## src/rtl/calc_pkg.sv

```systemverilog
// Shared key codes and sequencer state encoding for the BCD calculator
// front end.
package calc_pkg;

   localparam logic [3:0] KEY_ADD = 4'ha;
   localparam logic [3:0] KEY_SUB = 4'hb;
   localparam logic [3:0] KEY_MUL = 4'hc;
   localparam logic [3:0] KEY_DIV = 4'hd;
   localparam logic [3:0] KEY_EQ  = 4'he;
   localparam logic [3:0] KEY_CLR = 4'hf;

   typedef enum logic [2:0] {
      OP1,
      OP2,
      EVAL,
      DONE,
      ERR
   } state_t;

endpackage

```

## src/rtl/calc_operand_acc.sv

```systemverilog
// One BCD operand: shift-in of keyed digits with leading-zero suppression
// and a saturating digit count.
module calc_operand_acc #(
   parameter int unsigned DIGITS = 3,
   localparam int unsigned OPW = 4 * DIGITS
) (
   input  logic           clk,
   input  logic           rst,
   input  logic           clr,
   input  logic           shift,
   input  logic [3:0]     digit,
   output logic [OPW-1:0] value,
   output logic [OPW-1:0] value_next,
   output logic           has_digit
);

   localparam int unsigned CW = $clog2(DIGITS + 1);

   logic [CW-1:0]  count;
   logic [CW-1:0]  count_next;
   logic [OPW-1:0] base_val;
   logic [CW-1:0]  base_cnt;

   // clr and shift together start a fresh operand holding just this digit
   always_comb begin
      base_val   = clr ? '0 : value;
      base_cnt   = clr ? '0 : count;
      value_next = base_val;
      count_next = base_cnt;
      if (shift && !(base_val == '0 && digit == 4'h0) && base_cnt != CW'(DIGITS)) begin
         value_next = {base_val[OPW-5:0], digit};
         count_next = base_cnt + 1'b1;
      end
   end

   always_ff @(posedge clk or negedge rst) begin
      if (!rst) begin
         value <= '0;
         count <= '0;
      end else begin
         value <= value_next;
         count <= count_next;
      end
   end

   assign has_digit = (count != '0);

endmodule

```

## src/rtl/calc_key_entry.sv

```systemverilog
// Keypad operand-entry sequencer: builds two BCD operands and an operator,
// then strobes eval_flag for the arithmetic stage.
module calc_key_entry
   import calc_pkg::*;
#(
   parameter int unsigned DIGITS = 3,
   localparam int unsigned OPW = 4 * DIGITS
) (
   input  logic           clk,
   input  logic           rst,
   input  logic           key_valid,
   input  logic [3:0]     key_code,
   output logic [OPW-1:0] num_reg1,
   output logic [OPW-1:0] num_reg2,
   output logic [3:0]     sym,
   output logic           eval_flag,
   output logic [OPW-1:0] disp_bcd,
   output logic           err
);

   state_t         state, state_next;
   logic [3:0]     sym_next;
   logic           err_next;
   logic           eval_next;
   logic [OPW-1:0] disp_next;
   logic [OPW-1:0] n1_next, n2_next;
   logic           clr1, shift1, clr2, shift2;
   logic           has_digit2;
   logic           is_digit, is_op, is_eq, is_clr;

   calc_operand_acc #(.DIGITS(DIGITS)) u_acc1 (
      .clk        (clk),
      .rst        (rst),
      .clr        (clr1),
      .shift      (shift1),
      .digit      (key_code),
      .value      (num_reg1),
      .value_next (n1_next),
      .has_digit  ()
   );

   calc_operand_acc #(.DIGITS(DIGITS)) u_acc2 (
      .clk        (clk),
      .rst        (rst),
      .clr        (clr2),
      .shift      (shift2),
      .digit      (key_code),
      .value      (num_reg2),
      .value_next (n2_next),
      .has_digit  (has_digit2)
   );

   assign is_digit = key_valid && (key_code <= 4'h9);
   assign is_op    = key_valid && (key_code >= KEY_ADD) && (key_code <= KEY_DIV);
   assign is_eq    = key_valid && (key_code == KEY_EQ);
   assign is_clr   = key_valid && (key_code == KEY_CLR) && (state != EVAL);

   always_comb begin
      state_next = state;
      sym_next   = sym;
      err_next   = err;
      eval_next  = 1'b0;
      clr1       = 1'b0;
      shift1     = 1'b0;
      clr2       = 1'b0;
      shift2     = 1'b0;
      if (is_clr) begin
         clr1       = 1'b1;
         clr2       = 1'b1;
         sym_next   = '0;
         err_next   = 1'b0;
         state_next = OP1;
      end else begin
         unique case (state)
            OP1: begin
               if (is_digit) begin
                  shift1 = 1'b1;
               end else if (is_op) begin
                  sym_next   = key_code;
                  clr2       = 1'b1;
                  state_next = OP2;
               end
            end
            OP2: begin
               if (is_digit) begin
                  shift2 = 1'b1;
               end else if (is_op && !has_digit2) begin
                  sym_next = key_code;
               end else if (is_eq) begin
                  if (sym == KEY_DIV && num_reg2 == '0) begin
                     err_next   = 1'b1;
                     state_next = ERR;
                  end else begin
                     eval_next  = 1'b1;
                     state_next = EVAL;
                  end
               end
            end
            EVAL: state_next = DONE;
            DONE: begin
               if (is_digit) begin
                  clr1       = 1'b1;
                  shift1     = 1'b1;
                  clr2       = 1'b1;
                  sym_next   = '0;
                  state_next = OP1;
               end
            end
            ERR: ;
            default: state_next = OP1;
         endcase
      end
   end

   // Display tracks the operand that will be live in the next state
   always_comb begin
      case (state_next)
         OP2:      disp_next = n2_next;
         OP1, ERR: disp_next = n1_next;
         default:  disp_next = disp_bcd;
      endcase
   end

   always_ff @(posedge clk or negedge rst) begin
      if (!rst) begin
         state     <= OP1;
         sym       <= '0;
         err       <= 1'b0;
         eval_flag <= 1'b0;
         disp_bcd  <= '0;
      end else begin
         state     <= state_next;
         sym       <= sym_next;
         err       <= err_next;
         eval_flag <= eval_next;
         disp_bcd  <= disp_next;
      end
   end

endmodule

```

## config.mk

```make
export PLATFORM = sky130hd
export DESIGN_NAME = calc_key_entry
export DESIGN_NICKNAME = d
export VERILOG_FILES = /design/src/rtl/calc_pkg.sv /design/src/rtl/calc_operand_acc.sv /design/src/rtl/calc_key_entry.sv
export SDC_FILE = /design/constraint.sdc
export NUM_CORES = 1
export LEC_CHECK = 0
export CORE_ASPECT_RATIO = 0.8
export CORE_MARGIN = 3
export CORE_UTILIZATION = 40
export CTS_CLUSTER_DIAMETER = 120
export DETAILED_ROUTE_END_ITERATION = 10
export SLEW_MARGIN = 25
export SYNTH_ARGS = -nofsm -noshare
export SYNTH_HDL_FRONTEND = slang
export SYNTH_SLANG_ARGS = --single-unit
```

## constraint.sdc

```tcl
create_clock -name clk -period 3.8 [get_ports clk]
set_input_delay 1.14 -clock clk [delete_from_list [all_inputs] [get_ports clk]]
set_output_delay 1.14 -clock clk [all_outputs]
set_load 0.05 [all_outputs]
```

Word-level counts from Yosys, hierarchy flattened
Cells that the tools add are included.
{"block": "totals", "ff_bits": 49, "input_bits": 7, "out_inout_bits": 42, "wordCells": 114}
{"block": "classes", "addsub": 2, "n_lt_le_gt_ge": 3, "eq_ne": 19, "mux": 48, "reduce_logical": 33}
{"operator": "$mux W12", "count": 4}
{"operator": "$logic_not A12 Y1", "count": 3}
{"operator": "$mux W3", "count": 8}
{"operator": "$mux W4", "count": 6}
{"operator": "$pmux W12 S2", "count": 1}
{"operator": "$mux W1", "count": 22}
{"operator": "$ne A3 B3 Y1 const B", "count": 5}
{"operator": "$pmux W3 S5", "count": 1}
{"operator": "$logic_and A1 B1 Y1", "count": 14}
{"operator": "$eq A4 B4 Y1 const B", "count": 3}
{"operator": "$pmux W4 S3", "count": 1}
{"operator": "$reduce_bool A2 Y1", "count": 5}
{"operator": "$le A4 B4 Y1 const B", "count": 2}
{"operator": "$mux W2", "count": 4}
{"operator": "$eq A3 B1 Y1 const B", "count": 2}
{"operator": "$eq A3 B2 Y1 const B", "count": 2}
{"operator": "$eq A3 B3 Y1 const B", "count": 2}
{"operator": "$logic_not A3 Y1", "count": 2}
{"operator": "$ne A2 B2 Y1 const B", "count": 3}
{"operator": "$reduce_and A6 Y1", "count": 1}
{"operator": "$reduce_and A5 Y1", "count": 1}
{"operator": "$add A2 B1 Y2 const B", "count": 2}
{"operator": "$ge A4 B4 Y1 const B", "count": 1}
{"operator": "$logic_not A4 Y1", "count": 1}
{"operator": "6 further kinds", "count": 9}

Longest topological paths before layout
{"block": "depth", "ltp_word": 15, "depth_mapped": 12, "ltp_nobuf": 10}

Hierarchy
From an unflattened synthesis, not the netlist that was laid out.
{"block": "unflattened", "hier_cells": 214, "hier_area_um2": 2677.6}
{"module": "calc_key_entry", "instances": 1, "cells_each": 94, "area_per_inst_um2": 1242.4, "seq_area_each_um2": 525.5}
{"module": "calc_operand_acc at u_acc1", "instances": 1, "cells_each": 60, "area_per_inst_um2": 724.4, "seq_area_each_um2": 350.3}
{"module": "calc_operand_acc at u_acc2", "instances": 1, "cells_each": 60, "area_per_inst_um2": 710.7, "seq_area_each_um2": 350.3}

Worst setup path after synthesis
No wires, ideal clock.
{"block": "synth_path", "kind": "input to register", "from": "in key_code[1]", "to": "reg disp_bcd[10]", "setup_ns": 0.126, "t_arrival_ns": 3.778, "t_required_ns": 3.674, "slack_ns": -0.104, "cell_stages": 12, "n_path_buf": 2, "cell_sequence": "buf_4 > o21a_1 > nor4_4 > nor2_1 > and2_1 > ha_1 > nor3_1 > and4_1 > buf_2 > nand2_2 > mux2_1 > a221o_1"}
{"block": "synth_via", "elab_chain_len": 15, "elab_cells_between_ends": 56, "cone_classes": "order compare: 3; eq/ne: 6; mux: 26; reduce/logical: 21"}
{"element": "from (decl)", "line": "calc_key_entry.sv:12", "text": "input logic [3:0] key_code,"}
{"element": "$ge A4 B4 Y1", "line": "calc_key_entry.sv:54", "text": "assign is_op = key_valid && (key_code >= KEY_ADD) && (key_code <= KEY_DIV);"}
{"element": "$logic_and A1 B1 Y1 (2 in a row)", "line": "calc_key_entry.sv:54"}
{"element": "$mux W1", "line": "calc_key_entry.sv:78", "text": "end else if (is_op) begin"}
{"element": "$mux W1", "line": "calc_key_entry.sv:76", "text": "if (is_digit) begin"}
{"element": "$pmux W1 S2", "line": "calc_key_entry.sv:74", "text": "unique case (state)"}
{"element": "$mux W1", "line": "calc_key_entry.sv:67", "text": "if (is_clr) begin"}
{"element": "$mux W12", "line": "calc_operand_acc.sv:26", "text": "base_val = clr ? '0 : value;"}
{"element": "$logic_not A12 Y1", "line": "calc_operand_acc.sv:30", "text": "if (shift && !(base_val == '0 && digit == 4'h0) && base_cnt != CW'(DIGITS)) begin"}
{"element": "$logic_and A1 B1 Y1", "line": "calc_operand_acc.sv:30"}
{"element": "$logic_not A1 Y1", "line": "calc_operand_acc.sv:30"}
{"element": "$logic_and A1 B1 Y1 (2 in a row)", "line": "calc_operand_acc.sv:30"}
{"element": "$mux W12", "line": "calc_operand_acc.sv:30"}
{"element": "$pmux W12 S2", "line": "calc_key_entry.sv:117", "text": "case (state_next)"}
{"element": "to (signal assigned)", "line": "calc_key_entry.sv:136", "text": "disp_bcd <= disp_next;"}
{"element": "to (decl)", "line": "calc_key_entry.sv:17", "text": "output logic [OPW-1:0] disp_bcd,"}
Parallel ways exist; a longest one is shown, timed or not.
A chain may end at the register's enable or synchronous reset.

Worst setup path in the final report
{"block": "layout_path", "from": "in key_code[0]", "to": "reg disp_bcd[8]"}
The elaborated chain is that of the path after synthesis.

==> results.yml <==
status:
  status: "finished clean"
placed_design:
  io_buffers: 48
  place_area_um2: 3370
  dp_cells: 386
  dp_slack_ns: -0.404
  dp_hpwl_um: 5040
  gp_congestion: 0.826
finish:
  seqCellArea_um2: 1230
  layout-drive-gt1-share_pct: 24.9
  insertedDiodeCount: 0
  finalInstanceArea_um2: 3530
  finalNetCount: 321
  stdcell_count: 394
  final_common_cell: "dfrtp_1"
  fillers: 525
  final_core_util_pct: 58.2
  area_growth_pct: 37.6
  multiInputGateArea_um2: 1260
  mostFrequentLayoutCells: "dfrtp_1 (49), clkdlybuf4s50_1 (43), buf_4 (35)"
yosys:
  ys.flop_type: "dfrtp_1"
  netlist_area_um2: 2570
  syn_area_per_cell_um2: 11.0
  seq_area_frac_synth_pct: 47.8
  synthCells: 233
  synth_edf_count: 0
  synth-seq-cells: 49
  synth_cell_types: 48
  syn-num-nets: 242
  async_reset_ff_share_pct: 100
  ys_warn_count: 0
clocking:
  clock_sink_count: 49
  cts_hold_buf: 0
  cts_tree: "yes"
  post-cts-setup-buffers: 0
  cts.root.buffer_cell: "clkbuf_8"
  numCtsBuffers: 5
  cts.path.max_buffers: 2
  path_clk_slew_ns: 0.09
  insertion_delay_ns: 0.31
  cts_max_level: 2
routing:
  wl_um: 6620
  first_iter_violations: 117
  drc: 0
  wl_per_cell_um: 16.8
  viasPerCell: 5.19
  dr.pass1.iters: 6
  ant_nets: 0
  dr_total_vias: 2046
timing:
  grt_setup_unrepaired: "no"
  final_max_slew_viol_count: 0
  finalWorstSetupSlack_ns: 0.432
  skew_ns: 0.00766
  fin_crit_sh_pct: 88.6
  worst_pin_slew_ns: 0.773
  finalSetupViolations: 0
  fmax_ghz: 0.297
  hold_viol: 0
  timing.hold.ws_ns: 0.504
  period_needed_ns: 3.37
  max-slew-margin-rel_pct: 48.5
global_route:
  grt_pass1_wl_um: 11100
  gr-total-overflow: 0
  grt_pass1_vias: 2080
  grt_usage_pct: 19.8
  antenna_found_initial: 0
  grt_max_degree: 33
setup_path:
  path_delay_family: "simple AND/OR/NAND/NOR gates"
  critPathKind: "primary input to register"
  cp_cell_sequence: "clkdlybuf4s50_1 > buf_4 > nor4_2 > nand4_1 > and4_4 > nand2_8 > mux2_1 > a221o_1"
  arrival_ns: 3.56
  critPathBufInv: 2
  cp-end-kind: "register"
  cp_max_fo: 9
  worstPathRequired_ns: 4.00
  worst_path_max_delay_cell: "nor4_2"
  cpPeakStageDelay_ns: 0.53
  startpoint_type: "primary input"
floorplan:
  num_rows: 25
  ios: 49
  dieArea_um2: 7420
  start_util_pct: 42.3
  core_area_um2: 6070
  die_h_um: 77.7
  die_w_um: 95.6
worst_hold_path:
  hp-class: "register to register"
power:
  peakVddDrop_uv: 476
  p_per_area_nw_per_um2: 929
  cellLeakagePower_nw: 1.67
job:
  drv_cap: 0
power by group:
| part | internal (mW) | leakage (nW) | switching [mW] |
|---|---|---|---|
| sequential | 0.729 | 0.638 | 0.200 |
| clock | 0.262 | 0.0681 | 0.183 |
| combinational | 0.773 | 0.969 | 1.14 |
per-layer routing:
layer	routed length, um	track usage (%)
met1	3550	32.8
met2	2670	25.6
met3	322	3.49
met4	79	5.54
met5	0	0
final timing paths:
kind,to,cells past startpoint,slack [ns],startpoint
worst max-delay path,disp_bcd[8]$_DFFE_PN0P_,8,0.43,key_code[0]
worst min-delay path,err$_DFFE_PN0P_,2,0.50,err$_DFFE_PN0P_
min in group asynchronous,state[0]$_DFF_PN0_,1,0.90,rst
worst max register to register,disp_bcd[8]$_DFFE_PN0P_,10,0.87,state[0]$_DFF_PN0_
worst min register to register,err$_DFFE_PN0P_,2,0.50,err$_DFFE_PN0P_
max in group asynchronous,u_acc2.value[9]$_DFF_PN0_,2,2.14,rst
metrics by stage:
stage / TNS (ns) / power, mW
floorplan: 0 / 2.16
detailed placement: -7.45 / 2.84
CTS: 0 / 3.30
global route: 0 / 3.49
finish: 0 / 3.28
global placement: -6.89 / 2.85
what timing repair did:
action | in CTS | in global routing
pin swaps | 1 | 2
gates resized for setup | 1 | 8
endpoints found under the setup margin | 8 | 12
worst reg2reg max path: cells and delay by family (launching register included):
family,cells,cell delay (ns)
AO/OA/AOI/OAI,1,0.33
AND/OR/NAND/NOR,7,1.32
flip-flops,1,0.61
adder cells (fa/ha/maj),1,0.18
multiplexers,1,0.37
flip-flops by register name, summed over array words and instances, names as in the netlist, 2 cells and up:
| signal | count |
|---|---|
| state | 3 |
| disp_bcd | 12 |
| u_acc1.count | 2 |
| u_acc2.count | 2 |
| u_acc2.value | 12 |
| u_acc1.value | 12 |
| sym | 4 |
synthesized netlist by cell type (2+ instances only):
cell type / instances / area, um2
dfrtp_1: 49 / 1230
nor2_1: 32 / 120
nand2_1: 16 / 60.1
and2_1: 13 / 81.3
mux2_2: 11 / 124
mux2i_1: 10 / 100
inv_1: 9 / 33.8
a221o_1: 8 / 80.1
a21oi_1: 6 / 30.0
buf_2: 6 / 30.0
nor4_1: 6 / 37.5
mux2_1: 5 / 56.3
a22o_1: 4 / 35.0
nor3b_1: 4 / 30.0
o21ai_0: 4 / 20.0
o31ai_2: 4 / 50.1
and4_1: 3 / 26.3
buf_4: 3 / 22.5
nor3_1: 3 / 15.0
a211o_1: 2 / 17.5
a31oi_1: 2 / 12.5
buf_6: 2 / 22.5
ha_1: 2 / 25.0
nand4_1: 2 / 12.5
nor4_4: 2 / 42.5
xnor2_1: 2 / 17.5
xor2_1: 2 / 17.5
logic make-up after synthesis:
logic type	share of synthesized area, %
adder cells (fa/ha/maj)	1.36
buffers and inverters	4.63
AO/OA/AOI/OAI	13.5
AND/OR/NAND/NOR	20.4
XOR/XNOR	1.36
flip-flops	47.8
multiplexers	10.9
cell type report:
class	instances	share of cell area [%]
sequential	49	34.7
clock inverter	3	1.84
multi-input combinational	162	35.8
clock buffer	5	1.95
tap	81	2.87
inverter	10	1.13
timing repair buffer	84	21.7
(Power assumes the default switching activity.)
